<file path="config.mk">
export PLATFORM = sky130hd
export DESIGN_NAME = priority_irq_ctrl
export DESIGN_NICKNAME = d
export VERILOG_FILES = /design/src/rtl/priority_irq_ctrl.sv
export SDC_FILE = /design/constraint.sdc
export NUM_CORES = 1
export LEC_CHECK = 0
export ABC_AREA = 1
export BUFFER_PORTS_ARGS = -buffer_cell sky130_fd_sc_hd__buf_4
export CAP_MARGIN = 30
export CORE_MARGIN = 2
export CORE_UTILIZATION = 48
export CTS_CLUSTER_DIAMETER = 60
export DETAILED_ROUTE_END_ITERATION = 10
export PLACE_DENSITY = 0.84
export SLEW_MARGIN = 10
export SYNTH_ARGS = -nofsm -noshare
export SYNTH_HDL_FRONTEND = slang
export SYNTH_SLANG_ARGS = --single-unit
</file>
<file path="constraint.sdc">
create_clock -name clk -period 2 [get_ports clk]
set_clock_uncertainty 0.1 [all_clocks]
set_input_delay 0.1 -clock clk [delete_from_list [all_inputs] [get_ports clk]]
set_output_delay 0.1 -clock clk [all_outputs]
set_load 0.005 [all_outputs]
</file>
<file path="src/rtl/priority_irq_ctrl.sv">
// Interrupt controller: sticky pending latches feeding a fixed-priority or
// round-robin arbiter that presents one grant at a time under a valid/ack handshake.
module priority_irq_ctrl #(
    parameter int unsigned N = 8,
    localparam int unsigned W = $clog2(N)
) (
    input  logic         clk,
    input  logic         rst_n,
    input  logic [N-1:0] req,
    input  logic [N-1:0] mask,
    input  logic         mode,
    input  logic         ack,
    output logic         valid,
    output logic [W-1:0] id,
    output logic [N-1:0] pending,
    output logic         any
);

    typedef enum logic {
        IDLE  = 1'b0,
        GRANT = 1'b1
    } state_t;

    state_t       state_q;
    state_t       state_d;
    logic [W-1:0] id_d;
    logic [W-1:0] last_q;
    logic [W-1:0] last_d;
    logic [N-1:0] pending_d;
    logic [N-1:0] clr;
    logic [N-1:0] elig;
    logic [W-1:0] sel_fix;
    logic [W-1:0] sel_rr;

    assign elig  = pending & ~mask;
    assign any   = |elig;
    assign valid = (state_q == GRANT);

    // Fixed priority: highest eligible index wins.
    always_comb begin
        sel_fix = '0;
        for (int unsigned i = 0; i < N; i++) begin
            if (elig[i[W-1:0]]) sel_fix = W'(i);
        end
    end

    // Round-robin: walk downward from last-1, wrapping 0 -> N-1; last itself is
    // visited at distance N, so it is chosen only when nothing else is eligible.
    always_comb begin
        int unsigned c;
        sel_rr = last_q;
        c      = 0;
        for (int unsigned k = N; k >= 1; k--) begin
            c = 32'(last_q) + N - k;
            if (c >= N) c = c - N;
            if (elig[c[W-1:0]]) sel_rr = W'(c);
        end
    end

    // Next state, grant capture, and pending update with set-over-clear priority.
    always_comb begin
        state_d = state_q;
        id_d    = id;
        last_d  = last_q;
        clr     = '0;
        case (state_q)
            IDLE: begin
                if (|elig) begin
                    state_d = GRANT;
                    id_d    = mode ? sel_rr : sel_fix;
                end
            end
            GRANT: begin
                if (ack) begin
                    state_d = IDLE;
                    clr[id] = 1'b1;
                    if (mode) last_d = id;
                end
            end
        endcase
        pending_d = (pending & ~clr) | req;
    end

    always_ff @(posedge clk or negedge rst_n) begin
        if (!rst_n) begin
            state_q <= IDLE;
            id      <= '0;
            last_q  <= '0;
            pending <= '0;
        end else begin
            state_q <= state_d;
            id      <= id_d;
            last_q  <= last_d;
            pending <= pending_d;
        end
    end

endmodule

</file>
==> summary.txt <==
Critical path
  – Reg2reg start: last_q[1]
  – Max stage delay cell, worst path: dfrtp_1
  – Crit-path cells: clkinv_4 > ha_4 > buf_6 > nand3_2 > nand2_2 > nand2_1 > nand3_1 > nand3_1 > nand2_1 > nand2_1 > nand2_1 > nand2_1 > nand2_1 > nand2_1 > nand2_1 > o21ai_1
  – Startpoint types: flip-flop
  – Kind of critical path: reg -> reg
  – WP data arrival: roughly 2.0 ns
  – Flop2flop setup slack: between 0.06 and 0.07 ns
  – Max stage delay on crit path: between 0.4 and 0.5 ns
  – Critical path capture point type: flip-flop
  – Critical Path RT: about 2.1 ns
  – R2R cell count: 16
  – CP dominant cell by count: nand2_1
  – Reg2reg end: id[1]
  – Critical path peak fanout: 6

Layout
  – Final Instance Count excl. Fillers: about 310
  – Ant diodes: 0
  – Commonest non-fill, non-tap cell in the layout: nand2_1
  – Fin nets: between 300 and 400
  – Most frequent cells in the layout: nand2_1, inv_1, buf_4
  – Share of cells above drive strength 1: 0.269
  – Area growth syn-to-layout: 37.8%

Hold path
  – Startpoint of the worst hold path: ack
  – HP Class: in -> reg
  – Endpoint, Worst Hold: valid
  – Hold depth: 4

Power
  – P per Cell Area: between 1000 and 1500 mW/mm²
  – Leak: 0.00108 µW
  – Peak VDD IR: 931 µV

Routing
  – DRC viols: 0
  – First-pass iteration count of the detailed router: 4
  – Vias per cell: 5.25
  – Iteration-0 DRC Markers: 59
  – Total Wirelength: a little over 4000 µm
  – Vias: 1,648
  – Routed wire length on met3: approximately 280 µm
  – Antenna-violating nets left: 0
  – Max Used Layer: met4
  – Wire per inst: 13.0 µm
  – DRT met1 WL: around 1700 µm
  – Metal2 WL: around 2100 µm

Timing
  – Max-slew violation count: 0
  – Min Tclk post-route: roughly 1.9 ns
  – Number of setup violations in the final report: 0
  – Crit share post-route: 0.968
  – RSZ-0062 raised after global routing: yes
  – Sum Neg Setup Slack: 0 ns
  – Fin. Hold Viols: 0
  – Slew margin rel.: 0.769
  – Worst slew pin tran: between 0.3 and 0.4 ns
  – Fmax: between 500 and 600 MHz

Synth
  – Synth Area per Inst: between 6 and 7 µm²
  – Synth top area share: 0.267
  – Cell count after synthesis: 232
  – Syn. warnings: 0
  – Area contributors post-synth: dfrtp_1, nand2_1, nand3_1, inv_1, o21ai_0
  – Mapped Area: roughly 0.0014 mm²
  – Yosys reg bits: 15
  – Sequential share of the synthesized area: 0.267
  – Netlist cell types: 23
  – Synthesized net count: 254
  – Leading area contributor after synthesis: dfrtp_1

Clocking
  – Maximum clock insertion buffer count: 2
  – CTS tree: yes
  – CTS clk-pin slew, worst paths: 0.10 ns
  – CTS H-tree depth: 1
  – Clk sinks: 15
  – Clk root buf: clkbuf_4
  – Total CTS buffers: 3
  – Latest clock arrival within the worst-skew pair: about 0.31 ns

Place
  – Placed cell count: ~300
  – GPL Wtd Cong: approximately 0.9
  – Hpwl dp: 2950 µm
  – IO buf count: 32

Floorplanning
  – Initial Util: 0.509
  – Die height: 58.1 µm
  – Die Wd: slightly below 60 µm
  – Core ar.: between 0.002 and 0.003 mm²
  – # IOs: 33
  – # rows: 19
  – DIE AREA: ~0.0034 mm²

Global route
  – Largest net degree at the start of global routing: 16
  – Vias in the first global route: approximately 1,600
  – Tot GR Track Use: 0.262
  – GRT Residual Overflow: 0
  – Global-route wire length before repair: slightly below 7000 µm
  – Initial antenna violation count: 0

Run status
  – Outcome: finished clean

Flow run
  – Max capacitance violation total: 0
## cell families after synthesis
logic type      synth area share
compound gates             0.119
xor+xnor                  0.0232
fa+ha+maj                 0.0178
buf+inv                    0.153
flops                      0.267
simple gates               0.420
## how the worst max path moves through the flow
stage               from  cells after the start  slack (ns)  endpoint
2_1_floorplan  last_q[1]                     18        0.08     id[2]
3_3_place_gp   last_q[0]                     17        0.03     id[2]
3_5_place_dp   last_q[1]                     16       -0.02     id[1]
4_1_cts        last_q[1]                     17       0.008     id[2]
5_1_grt        last_q[1]                     15       -0.12     id[0]
6_report       last_q[1]                     16        0.06     id[1]
## critical path, delay by kind of cell (launching register included)
kind / cells / cell delay (ns)
AND/OR/NAND/NOR: 12 / 0.78
flip-flops: 1 / 0.43
adder cells (fa/ha/maj): 1 / 0.28
buffers and inverters: 2 / 0.20
AO/OA/AOI/OAI: 1 / 0.06
## sequential cells by signal (all words and copies together), names as in the netlist
register	count
pending	8
valid	1
last_q	3
id	3
## Yosys cell counts
cell and instances:
nor4_1 1, dfrtp_1 15, xor2_2 2, a21oi_2 1, clkinv_4 1, o21ai_0 12
ha_1 2, nor2_4 1, o21ai_1 1, a21oi_1 11, o21bai_1 3, buf_6 3
inv_2 4, o21ai_2 1, nor2_1 13, nor2_2 1, nand2_2 1, a31oi_1 1
nand3_1 36, nand3_2 4, inv_1 42, nand2_1 75, and2_4 1
## timing repair
action,CTS,global route
setup buffers,1,1
endpoints found under the setup margin,3,4
gates cloned,0,0
pin swaps,0,3
resized for setup,1,23
endpoints found under the hold margin,24,0
hold buffers,10,0
## stage by stage
| step | instance area (µm²) | utilization | hold WS, ns | setup slack (ns) | power (µW) |
|---|---|---|---|---|---|
| after CTS | 1840 | 0.669 | 0.0210 | 0.00826 | 2450 |
| final | 1930 | 0.701 | 0.00599 | 0.0643 | 2670 |
| after global routing | 1930 | 0.701 | 0.0598 | -0.123 | 2930 |
| after global placement | 1710 | 0.619 | -0.136 | 0.0326 | 2210 |
| after floorplan | 1420 | - | -0.296 | 0.0823 | 1820 |
| after detailed placement | 1710 | 0.619 | -0.134 | -0.0207 | 2240 |
## cell type report
cell class	count	area (µm²)
well taps	31	38.8
inverters	47	184
flip-flops and latches	15	378
repair buffers	50	412
multi-input cells	167	896
clock buffers	4	26.3
fillers	223	823
## power by group
group          total [µW]  internal, µW  switching (µW)
Combinational        1970           804            1170
Sequential            503           377             127
Clock                 193          78.1             115
## routing by layer
layer / track usage / vias up
li1: - / 825
met3: 0.0246 / 9
met4: 0.103 / 0
met5: 0 / -
met1: 0.336 / 736
met2: 0.453 / 78
No activity file was read; power rests on OpenSTA's default activity.
